<file path="config.mk">
export PLATFORM = sky130hd
export DESIGN_NAME = lfsr_bank
export DESIGN_NICKNAME = d
export VERILOG_FILES = /design/src/rtl/lfsr_bank.sv
export SDC_FILE = /design/constraint.sdc
export NUM_CORES = 1
export LEC_CHECK = 0
export ABC_AREA = 1
export ABC_CLOCK_PERIOD_IN_PS = 14700
export CORE_MARGIN = 4
export CORE_UTILIZATION = 57
export DETAILED_ROUTE_END_ITERATION = 10
export GPL_TIMING_DRIVEN = 0
export PLACE_DENSITY = 0.86
export SETUP_SLACK_MARGIN = 0.15
export SYNTH_ARGS = -nofsm -noshare
export SYNTH_HDL_FRONTEND = slang
export SYNTH_SLANG_ARGS = --single-unit
</file>
<file path="constraint.sdc">
create_clock -name clk -period 14.7 [get_ports clk]
set_clock_uncertainty 0.05 [all_clocks]
set_input_delay 4.41 -clock clk [delete_from_list [all_inputs] [get_ports clk]]
set_output_delay 4.41 -clock clk [all_outputs]
set_load 0.005 [all_outputs]
</file>
<file path="src/rtl/lfsr_bank.sv">
// Bank of CHANNELS independent XNOR-feedback Fibonacci LFSRs that share one advance enable,
// with a two-state load port for reseeding one channel and sticky per-channel lock-up flags.
module lfsr_bank #(
    parameter int               WIDTH    = 32,
    parameter int               CHANNELS = 4,
    parameter logic [WIDTH-1:0] TAPS     = 32'h8020_0003,
    parameter logic [WIDTH-1:0] SEED     = 32'hABCC_6EFE,
    parameter int               STEPS    = 1,
    parameter int               STRIDE   = 5,
    localparam int              CW       = (CHANNELS > 1) ? $clog2(CHANNELS) : 1
) (
    input  logic                      clk,
    input  logic                      reset,
    input  logic                      en,
    input  logic                      load_valid,
    output logic                      load_ready,
    input  logic [CW-1:0]             load_chan,
    input  logic [WIDTH-1:0]          load_data,
    output logic [CHANNELS*WIDTH-1:0] rnd_out,
    output logic                      rnd_valid,
    output logic [CHANNELS-1:0]       lockup_flag,
    input  logic                      flag_clr
);

    typedef enum logic {
        IDLE  = 1'b0,
        WRITE = 1'b1
    } load_state_e;

    load_state_e                        state_q, state_d;
    logic [CW-1:0]                      chan_q, chan_d;
    logic [WIDTH-1:0]                   data_q, data_d;
    logic [CHANNELS-1:0][WIDTH-1:0]     lfsr_q, lfsr_d;
    logic [CHANNELS-1:0]                lockup_q, lockup_d;
    logic [CHANNELS-1:0]                lock_set;
    logic                               valid_q, valid_d;
    logic                               write_en;

    // Per-channel reset seed: SEED rotated left by k*STRIDE, never the all-ones lock-up value.
    function automatic logic [WIDTH-1:0] seed_of(input int k);
        int               r;
        logic [WIDTH-1:0] s;
        r = (k * STRIDE) % WIDTH;
        s = (SEED << r) | (SEED >> (WIDTH - r));
        if (&s) s[0] = 1'b0;
        return s;
    endfunction

    function automatic logic [WIDTH-1:0] advance(input logic [WIDTH-1:0] s);
        logic [WIDTH-1:0] t;
        t = s;
        for (int i = 0; i < STEPS; i++) begin
            t = {t[WIDTH-2:0], ~^(t & TAPS)};
        end
        return t;
    endfunction

    // Load FSM: state register
    always_ff @(posedge clk or posedge reset) begin
        if (reset) begin
            state_q <= IDLE;
            chan_q  <= '0;
            data_q  <= '0;
        end else begin
            // NOTE: sequential state uses non-blocking assignment so every flop samples pre-edge values.
            state_q <= state_d;
            chan_q  <= chan_d;
            data_q  <= data_d;
        end
    end

    // Load FSM: next state
    always_comb begin
        state_d = state_q;
        chan_d  = chan_q;
        data_d  = data_q;
        case (state_q)
            IDLE: begin
                if (load_valid) begin
                    state_d = WRITE;
                    chan_d  = load_chan;
                    data_d  = load_data;
                end
            end
            WRITE:   state_d = IDLE;
            default: state_d = IDLE;
        endcase
    end

    // Load FSM: outputs
    always_comb begin
        load_ready = (state_q == IDLE);
        write_en   = (state_q == WRITE);
    end

    // Channel datapath; an out-of-range captured channel never matches any k and is dropped.
    always_comb begin
        lfsr_d   = lfsr_q;
        lock_set = '0;
        for (int k = 0; k < CHANNELS; k++) begin
            if (en) lfsr_d[k] = advance(lfsr_q[k]);
            if (write_en && (int'(chan_q) == k)) lfsr_d[k] = data_q;
            if (&lfsr_d[k]) begin
                lfsr_d[k]   = seed_of(k);
                lock_set[k] = 1'b1;
            end
        end
        lockup_d = (lockup_q & ~{CHANNELS{flag_clr}}) | lock_set;
        valid_d  = en;
    end

    always_ff @(posedge clk or posedge reset) begin
        if (reset) begin
            for (int k = 0; k < CHANNELS; k++) begin
                lfsr_q[k] <= seed_of(k);
            end
            lockup_q <= '0;
            valid_q  <= 1'b0;
        end else begin
            lfsr_q   <= lfsr_d;
            lockup_q <= lockup_d;
            valid_q  <= valid_d;
        end
    end

    assign rnd_out     = lfsr_q;
    assign rnd_valid   = valid_q;
    assign lockup_flag = lockup_q;

endmodule
</file>
==> summary.txt, run 1 <==
Global route
  • Vias in the first global route: approximately 9500
  • Largest net degree at the start of global routing: 88
  • GRT Overall Usage: 38.56%
  • Initial antenna violation count: 0
  • First-pass GRT wire length: around 53 mm
  • GRT Residual Overflow: 0

STA
  • Slew HR: 61.06%
  • RSZ-0062 raised after global routing: no
  • Final worst path period share: 43.26%
  • Hold Vio Cnt, Final: 0
  • Final hold slack: ~0.43 ns
  • Setup ws final: 8.340 ns
  • Fmax: 157.2 MHz
  • Final setup viols: 0
  • Final min period: 6.360 ns
  • Slew Viols, Final: 0
  • Final setup TNS: 0 ns
  • Worst Max-Slew Pin Slew: 0.5841 ns

Finish
  • Share of cells above drive strength 1: between 10% and 20%
  • Filler cells: around 1200
  • Area growth syn-to-layout: 28.66%
  • Nets: ~1600
  • # diodes: 0
  • Post-Route Utilization: 74.96%

Place
  • Pre-CTS setup slack: 7.993 ns
  • RePlAce Congestion: 0.9966
  • Post-DP HPWL: between 20 and 25 mm
  • # port buffers: between 150 and 200

Worst setup path
  • Reg2reg path depth: 9
  • Setup crit start kind: primary input
  • Crit path capture type: register
  • Worst-path maximum fanout: 10
  • Slowest-stage cell, CP: clkdlybuf4s50_1
  • Slowest cell delay on critical path: 0.50 ns
  • RR Startpoint: state_q
  • CP Data Required Time: 14.98 ns
  • Crit-path most repeated cell: nand2_1
  • WP data arrival: roughly 6.6 ns
  • Crit path cell chain: clkdlybuf4s50_1 > buf_6 > buf_6 > buf_4 > nand2_1 > nand2_1 > nand2_1 > nand2_1 > nand2_1 > nor2_1 > nand2_1 > nor2_1 > nand3_1 > buf_4 > nand2_1 > inv_2
  • Setup CP Type: in2reg
  • Reg2reg setup slack: 12.39 ns
  • R2R Path End: data_q[12]
  • Crit path launch: en
  • Critical Path Sink: rnd_out[123]

Logic synthesis
  • Gate Count Post-Synth: 1371
  • Synth Net Count: 1410
  • Synth top area share: 36.81%
  • Syn avg cell area: 6.775 um^2
  • Post-synth top cells: 911 x nand2_1, 84 x dfrtp_1, 84 x dfstp_2, 47 x inv_1, 46 x nand3_1
  • Synth top area cells: nand2_1 37%, dfstp_2 24%, dfrtp_1 23%
  • FF+latch count, synth: 168
  • Synth cell types: 25
  • Mapped cell area: 9289 um^2
  • Most used flip-flop cell after synthesis: dfstp_2
  • Ys Warns: 0
  • Post-synth top area cell: nand2_1
  • Most numerous cell in the Yosys netlist: nand2_1
  • Post-synth ARST share: 100.0%
  • Post-synthesis sequential area ratio: 46.39%
  • Number of synthesized flops with an enable pin: 0

Detailed routing
  • TritonRoute pass-1 iters: 6
  • Post-route ant nets: 0
  • Via density: ~5.7
  • Vias: 10230
  • 1st-iter DRT viols: 1536
  • Post-Route WL: 35.34 mm
  • DRC: 0
  • Avg WL per Cell: 19.72 um

Clock network
  • Setup Buffers After CTS: 0
  • H-tree depth: 4
  • CTS tree: yes
  • Clock transition at path regs: 0.06 ns
  • Num CTS Buffers: 17
  • PostCTS Resize Cnt: 0
  • Clock latency on the worst-skew pair: 0.44 ns
  • CTS sink count: 168
  • CTS Buffer Depth: 2
  • Hold buffers post-CTS: 0
  • CTS root buf: clkbuf_16

Floorplanning
  • Rows: 46
  • Die Ht: 135.7 um
  • Initial Utilization: 58.26%
  • Die area: 18400 um^2
  • # IOs: approximately 170
  • Core area: 15940 um^2
  • Die X: about 140 um

Job
  • # Max-Cap Violations: 0

Pwr
  • Lkg Pwr: 6.257 nW
  • Pwr per Cell Area: around 160 nW/um^2
  • Tot Pwr: around 1.9 mW
  • Max VDD drop: 0.1023 mV

Status
  • Status: finished clean

Worst hold path
  • Hold depth: 2
  • Hold WC Path Type: reg2reg
[metal layers]
layer / up-vias / GRT usage, % / share of wire, %
met1: 4593 / 48.90 / 34
met4: 0 / 24.52 / 7.4
met2: 877 / 57.74 / 43
met3: 221 / 11.44 / 15
met5: - / 0 / 0
li1: 4534 / - / -
[power breakdown]
| part | switching, mW | internal (mW) |
|---|---|---|
| registers | 0.153 | 0.623 |
| clock network | 0.191 | 0.303 |
| logic | 0.305 | 0.297 |
| total | 0.648 | 1.22 |
[final cells by class]
type	count	area [um^2]	area share [%]
inverter	75	291.5	2.439
timing repair buffer	173	1749	14.64
sequential	168	4309	36.06
clock buffer	25	495.5	4.146
buffer	72	495.5	4.146
tap	216	270.3	2.261
multi-input combinational	1056	4200	35.14
clock inverter	7	140.1	1.173
[how the worst min path moves through the flow]
stage                              start        endpoint  slack, ns
after floorplan           lockup_flag[3]  lockup_flag[3]       0.42
after global placement    lockup_flag[2]  lockup_flag[2]       0.42
after detailed placement  lockup_flag[2]  lockup_flag[2]       0.42
after CTS                 lockup_flag[2]  lockup_flag[2]       0.44
after global routing      lockup_flag[2]  lockup_flag[2]       0.47
final                     lockup_flag[2]  lockup_flag[2]       0.43
[registers in the layout, indices dropped and copies added (netlist names)]
name / flops
lockup_flag: 4
state_q: 1
rnd_valid: 1
rnd_out: 128
chan_q: 2
data_q: 32
[metrics by stage]
step	instances	instance area, um^2
2_1_floorplan	1371	9289
3_3_place_gp	1759	11280
3_5_place_dp	1760	11320
4_1_cts	1792	11950
5_1_grt	1792	11950
6_report	1792	11950
[layout by cell type, fill, tap and decap left out, types with 2 or more instances in the layout]
cell / n
nand2_1: 911
clkdlybuf4s50_1: 172
dfrtp_1: 84
dfstp_2: 84
inv_1: 46
nand3_1: 46
nor2_1: 40
buf_2: 33
nand4_1: 26
inv_2: 26
buf_4: 18
clkbuf_16: 17
buf_6: 14
nand2_2: 14
o21ai_0: 9
clkbuf_1: 8
bufinv_16: 4
clkbuf_8: 4
nand3_2: 2
o21ai_1: 2
a21boi_0: 2
buf_1: 2
clkinvlp_4: 2
[worst max-delay path, delay by kind of cell]
kind	cells	cell delay [ns]
buf+inv	6	1.28
simple gates	10	0.95
[cell families after synthesis]
group | count (synthesis) | synth area share (%)
DFF | 168 | 46.39
buffers and inverters | 147 | 8.392
AOI/OAI and AO/OA | 13 | 0.7542
and+or+nand+nor | 1043 | 44.46
Note: power is estimated with default switching activity, not from simulation.
==> inputs of run 2 (changes only) <==
--- a/config.mk
+++ b/config.mk
@@ -6,12 +6,12 @@
 export NUM_CORES = 1
 export LEC_CHECK = 0
 export ABC_AREA = 1
-export ABC_CLOCK_PERIOD_IN_PS = 14700
+export ABC_CLOCK_PERIOD_IN_PS = 6400
 export CORE_MARGIN = 4
-export CORE_UTILIZATION = 57
+export CORE_UTILIZATION = 53
 export DETAILED_ROUTE_END_ITERATION = 10
 export GPL_TIMING_DRIVEN = 0
-export PLACE_DENSITY = 0.86
+export PLACE_DENSITY = 0.81
 export SETUP_SLACK_MARGIN = 0.15
 export SYNTH_ARGS = -nofsm -noshare
 export SYNTH_HDL_FRONTEND = slang
==> constraint.sdc (replaced) <==
create_clock -name clk -period 6.4 [get_ports clk]
set_clock_uncertainty 0.05 [all_clocks]
set_input_delay 1.92 -clock clk [delete_from_list [all_inputs] [get_ports clk]]
set_output_delay 1.92 -clock clk [all_outputs]
set_load 0.005 [all_outputs]
==> run 2 against run 1 <==
Critical path depth is 2 lower. Largest cell class unchanged. Worst setup slack lost 5.8 ns. Critical path type unchanged. Final area rose by 0.38%. Worst hold slack improved by 0.0053 ns. Non-clock buffer count grew 3.
==> summary.txt, run 2 (synthesis gave the netlist of run 1 again) <==
Status
  • Status: finished clean

Finish
  • Fin cells: 1805
  • Area growth syn-to-layout: 29.15%
  • Largest register FFs: 128
  • Commonest non-fill, non-tap cell in the layout: nand2_1
  • Most frequent cells in the layout: 911 x nand2_1, 172 x clkdlybuf4s50_1, 84 x dfrtp_1, 84 x dfstp_2
  • Post-Route Utilization: between 60 and 70%
  • Nets: 1605
  • Share of cells above drive strength 1: 14.44%

Worst hold path
  • Hold WC Path Type: reg2reg
  • Min-delay src: lockup_flag[0]

STA
  • Slew Viols, Final: 0
  • Slew HR: 57.72%
  • Hold Vio Cnt, Final: 0
  • Fmax: 256.1 MHz
  • RSZ-0062 raised after global routing: no
  • Worst Max-Slew Pin Slew: 0.6328 ns
  • Final min period: around 3.9 ns
  • Final worst path period share: 61.01%
  • Final setup TNS: 0 ns
  • Final setup viols: 0

Pwr
  • Max VDD drop: 0.2179 mV
  • Clock Power Share: between 20% and 30%
  • Flop pwr share: 41.7%
  • Internal power: roughly 2.8 mW
  • Pwr per Cell Area: 356.0 nW/um^2
  • Switching power: 1.479 mW
  • Switch share: 34.62%
  • Lkg Pwr: 6.260 nW
  • Combinational power share: 32.3%

Detailed routing
  • 1st-iter DRT viols: 1246
  • Vias: 9994
  • Post-Route WL: 35.88 mm
  • DRC: 0
  • TritonRoute pass-1 iters: 6
  • Post-route ant nets: 0
  • Avg WL per Cell: 19.88 um
  • Via density: 5.537

Worst setup path
  • WP buf/inv: 6
  • Crit path capture type: register
  • Reg2reg setup slack: between 4 and 5 ns
  • Worst-path maximum fanout: 10
  • Crit path launch: en
  • Stages on the worst setup path: 14
  • Reg2reg path depth: 15
  • CP Data Required Time: 6.68 ns
  • WP data arrival: 4.18 ns
  • Setup CP Type: in2reg
  • Setup crit start kind: primary input
  • Slowest cell delay on critical path: ~0.49 ns
  • Crit path cell chain: clkdlybuf4s50_1 > buf_6 > buf_6 > buf_2 > nand2_1 > nand3_1 > nand2_1 > nor2_1 > nand2_1 > nor2_1 > nand3_1 > buf_2 > nand2_1 > inv_1
  • Slowest-stage cell, CP: clkdlybuf4s50_1
  • Crit-path most repeated cell: nand2_1
  • Crit path max-delay family: buffers and inverters
  • R2R Path End: rnd_out[54]
  • Critical Path Sink: rnd_out[54]
  • RR Startpoint: chan_q[1]

Floorplanning
  • Rows: 48
  • Initial Utilization: 53.89%
  • Core area: 17240 um^2
  • Die X: between 100 and 150 um
  • # IOs: between 150 and 200
  • Die Ht: 140.4 um
  • Die area: 19710 um^2

Clock network
  • H-tree depth: 4
  • Clock transition at path regs: 0.06 ns
  • Clock latency on the worst-skew pair: around 0.43 ns
  • PostCTS Resize Cnt: 0
  • CTS tree: yes
  • CTS root buf: clkbuf_16
  • Hold buffers post-CTS: 0
  • Setup Buffers After CTS: 0
  • Num CTS Buffers: 17
  • CTS sink count: 168
  • CTS Buffer Depth: 2

Place
  • Placed Cells incl. Taps: between 1500 and 2000
  • RePlAce Congestion: 0.9665
  • Post-DP HPWL: 24.99 mm
  • # port buffers: 172

Global route
  • Largest net degree at the start of global routing: 42
  • GRT Residual Overflow: 0
  • Vias in the first global route: 9558
  • Initial antenna violation count: 1
  • GRT Overall Usage: 36.10%
  • First-pass GRT wire length: 53.90 mm

Job
  • # Max-Cap Violations: 0
[run 2: final cells by class]
type                            instances  area (um^2)
Antenna cell                            1        2.502
Buffer                                 72        495.5
Clock buffer                           25        475.5
Clock inverter                          7        142.6
Fill cell                            1488         5240
Inverter                               75        287.8
Multi-Input combinational cell       1056         4200
Sequential cell                       168         4309
Tap cell                              225        281.5
Timing Repair Buffer                  176         1802
[run 2: power groups by stage]
stage | sequential, mW | combinational (mW) | clock (mW)
CTS | 1.76 | 1.37 | 1.10
finish | 1.78 | 1.38 | 1.11
global route | 1.80 | 1.53 | 1.15
floorplan | 1.66 | 0.674 | 0
detailed placement | 1.77 | 1.36 | 0
global placement | 1.77 | 1.31 | 0
[run 2: worst min-delay path by stage]
stage                                end  slack (ns)  depth (start not counted)
after floorplan           lockup_flag[3]        0.42                          2
after global placement    lockup_flag[0]        0.41                          2
after detailed placement  lockup_flag[0]        0.42                          2
after CTS                 lockup_flag[0]        0.44                          2
after global routing      lockup_flag[2]        0.46                          2
final                     lockup_flag[0]        0.44                          2
[run 2: worst reg2reg max path, delay by kind of cell (launching register included)]
| family | cells | cell delay (ns) |
|---|---|---|
| simple gates | 9 | 0.92 |
| buf+inv | 6 | 0.80 |
| flops | 1 | 0.38 |
[run 2: routing by layer]
layer / part of all wire [%] / wire length, um / GRT usage [%] / vias to the layer above
li1: - / - / - / 4540
met1: 38 / 13530 / 46.66 / 4601
met2: 44 / 15680 / 54.79 / 683
met3: 13 / 4566 / 11.74 / 168
met4: 5.8 / 2097 / 17.70 / 2
met5: 0.014 / 5 / 0 / -
[run 2: stage by stage]
stage                     hold slack, ns  cell area, um^2  worst slack (ns)  total power [mW]
final                             0.4395            12000             2.495             4.270
after global routing              0.4576            11990             2.370             4.471
after CTS                         0.4391            11990             2.553             4.228
after detailed placement          0.4230            11380             2.136             3.126
after global placement            0.4147            11300            0.9360             3.086
after floorplan                   0.4227             9293             2.358             2.330
==> inputs of run 3 (changes only) <==
--- a/config.mk
+++ b/config.mk
@@ -6,12 +6,12 @@
 export NUM_CORES = 1
 export LEC_CHECK = 0
 export ABC_AREA = 1
-export ABC_CLOCK_PERIOD_IN_PS = 6400
+export ABC_CLOCK_PERIOD_IN_PS = 3260
 export CORE_MARGIN = 4
-export CORE_UTILIZATION = 53
+export CORE_UTILIZATION = 48
 export DETAILED_ROUTE_END_ITERATION = 10
 export GPL_TIMING_DRIVEN = 0
-export PLACE_DENSITY = 0.81
+export PLACE_DENSITY = 0.77
 export SETUP_SLACK_MARGIN = 0.15
 export SYNTH_ARGS = -nofsm -noshare
 export SYNTH_HDL_FRONTEND = slang
==> constraint.sdc (replaced) <==
create_clock -name clk -period 3.26 [get_ports clk]
set_clock_uncertainty 0.05 [all_clocks]
set_input_delay 0.978 -clock clk [delete_from_list [all_inputs] [get_ports clk]]
set_output_delay 0.978 -clock clk [all_outputs]
set_load 0.005 [all_outputs]
==> run 3 against run 2 <==
Via count is 0.69% lower. Die area is 9.8% higher. Global-route usage is 2.5 points lower. Worst setup slack worse by 2.2 ns. Register-to-register slack worse by 3.3 ns. Final area is 0.92% higher. Flip-flop and latch count stayed put. Critical path type unchanged. Largest power group unchanged. Highest routed layer unchanged.
==> summary.txt, run 3 (synthesis gave the netlist of run 1 again) <==
Place
  • Post-DP HPWL: 25.58 mm
  • # port buffers: 172
  • Placed inst area: 11440 um^2
  • Pre-CTS setup slack: -0.07354 ns
  • RePlAce Congestion: between 0.9 and 1
  • Placed Cells incl. Taps: about 1800

Floorplanning
  • Die X: about 150 um
  • # IOs: 173
  • Initial Utilization: about half
  • Core area: 18890 um^2
  • Rows: 50
  • Die area: between 20000 and 25000 um^2
  • Die Ht: roughly 150 um

Clock network
  • CTS sink count: 168
  • CTS Buffer Depth: 2
  • Num CTS Buffers: 17
  • Clock transition at path regs: approximately 0.070 ns
  • CTS root buf: clkbuf_16
  • H-tree depth: 4
  • Setup Buffers After CTS: 0
  • CTS tree: yes
  • Clock latency on the worst-skew pair: 0.44 ns

Pwr
  • Internal power: 5.582 mW
  • Switching power: just under 3 mW
  • Switch share: 34.40%
  • Lkg Pwr: 6.306 nW
  • Combinational power share: roughly a third
  • Clock Power Share: a little over a quarter
  • Flop pwr share: 41.2%
  • Pwr per Cell Area: 702.8 nW/um^2
  • Max VDD drop: between 0.4 and 0.5 mV

Finish
  • Cell area after layout: approximately 12000 um^2
  • Nets: 1606
  • Most frequent cells in the layout: 911 x nand2_1, 172 x clkdlybuf4s50_1, 84 x dfrtp_1, 84 x dfstp_2
  • # diodes: 0
  • Commonest non-fill, non-tap cell in the layout: nand2_1
  • Post-Route Utilization: between 60% and 70%
  • Area growth syn-to-layout: 30.33%
  • Largest register FFs: 128
  • Fin cells: around 1800
  • Share of cells above drive strength 1: between 10 and 15%

Detailed routing
  • Via density: 5.394
  • DRC: 0
  • TritonRoute pass-1 iters: 6
  • Post-route ant nets: 0
  • Post-Route WL: 36.53 mm
  • 1st-iter DRT viols: around 1300
  • Vias: 9925
  • Avg WL per Cell: just under 20 um

Job
  • # Max-Cap Violations: 0

Global route
  • GRT Residual Overflow: 0
  • First-pass GRT wire length: 54.68 mm
  • Met2 Usage GRT: 50.62%
  • Initial antenna violation count: 0
  • Routing usage on met1: 42.97%
  • Vias in the first global route: 9518
  • Met3 Usage GRT: 9.377%
  • Top Usage Layer GRT: met2
  • GRT Overall Usage: between 30% and 40%
  • Largest net degree at the start of global routing: 44

Worst setup path
  • CP Data Required Time: 3.55 ns
  • Crit path capture type: register
  • Worst-path maximum fanout: 10
  • Setup crit start kind: primary input
  • Setup CP Type: in2reg
  • Reg2reg setup slack: about 0.90 ns
  • Reg2reg path depth: 9
  • WP data arrival: 3.21 ns
  • R2R Path End: data_q[16]
  • RR Startpoint: state_q

Worst hold path
  • Hold depth: 2
  • Min-delay src: lockup_flag[0]
  • Hold Path End: lockup_flag[0]
  • Hold WC Path Type: reg2reg

STA
  • Slew HR: 63.72%
  • RSZ-0062 raised after global routing: no
  • Final setup viols: 0
  • Worst Max-Slew Pin Slew: 0.5442 ns
  • Final min period: 2.928 ns
  • Final worst path period share: 89.81%
  • Slew Viols, Final: 0
  • Setup ws final: 0.3322 ns
  • Hold Vio Cnt, Final: 0
  • Fmax: approximately 340 MHz

Status
  • Status: finished clean
-- run 3: cell types whose count changed in the layout (fill, tap and decap cells not counted), sizes merged --
| cell | before | now |
|---|---|---|
| clkbuf | 29 | 26 |
| clkinv | 1 | 5 |
| clkinvlp | 4 | 2 |
| bufinv | 4 | 5 |
| diode | 1 | 0 |
| inv | 73 | 74 |
-- run 3: how the worst max path moves through the flow --
stage           from              to  slack, ns  depth (start not counted)
2_1_floorplan  reset       chan_q[0]       0.16                          1
3_5_place_dp      en     rnd_out[37]      -0.07                         14
4_1_cts           en     rnd_out[37]       0.34                         14
6_report          en     rnd_out[35]       0.33                         16
3_3_place_gp   reset  lockup_flag[0]      -1.29                          2
5_1_grt           en     rnd_out[53]       0.17                         16
-- run 3: critical path: stages --
cell,delay [ns]
clkdlybuf4s50_1,0.50
buf_6,0.15
buf_6,0.15
buf_4,0.24
nand2_1,0.07
nand2_1,0.07
nand2_1,0.04
nand2_1,0.09
nand2_1,0.06
nor2_1,0.13
nand2_1,0.07
nor2_1,0.15
nand3_1,0.14
buf_2,0.24
nand2_1,0.09
inv_1,0.04
-- run 3: cell type report --
cell class | instances | area, um^2
Sequential cell | 168 | 4309
Tap cell | 260 | 325.3
Timing Repair Buffer | 177 | 1822
Clock inverter | 11 | 193.9
Clock buffer | 21 | 470.5
Multi-Input combinational cell | 1056 | 4200
Inverter | 75 | 287.8
Fill cell | 1746 | 6787
Buffer | 72 | 498.0
-- run 3: routing by layer --
metal	up-vias	routed length, um
met3	166	4600
li1	4540	-
met4	2	2292
met5	-	68
met1	4505	13650
met2	712	15910
-- run 3: repair_timing --
| action | 4_1_cts | 5_1_grt |
|---|---|---|
| hold buffers | 0 | 0 |
| resized for setup | 0 | 1 |
| endpoints found under the setup margin | 0 | 11 |
-- run 3: stage by stage --
stage	power, mW	TNS [ns]	hold slack (ns)
after floorplan	4.575	0	0.4227
after global placement	6.082	-149.83	0.4138
after detailed placement	6.160	-1.039	0.4183
after CTS	8.440	0	0.4362
after global routing	8.917	0	0.4478
final	8.509	0	0.4341
-- run 3: power groups by stage --
| stage | Clock (mW) | Combinational [mW] | Sequential (mW) |
|---|---|---|---|
| floorplan | 0 | 1.32 | 3.25 |
| global placement | 0 | 2.59 | 3.49 |
| detailed placement | 0 | 2.67 | 3.49 |
| CTS | 2.30 | 2.69 | 3.46 |
| global route | 2.39 | 2.99 | 3.54 |
| finish | 2.31 | 2.70 | 3.50 |
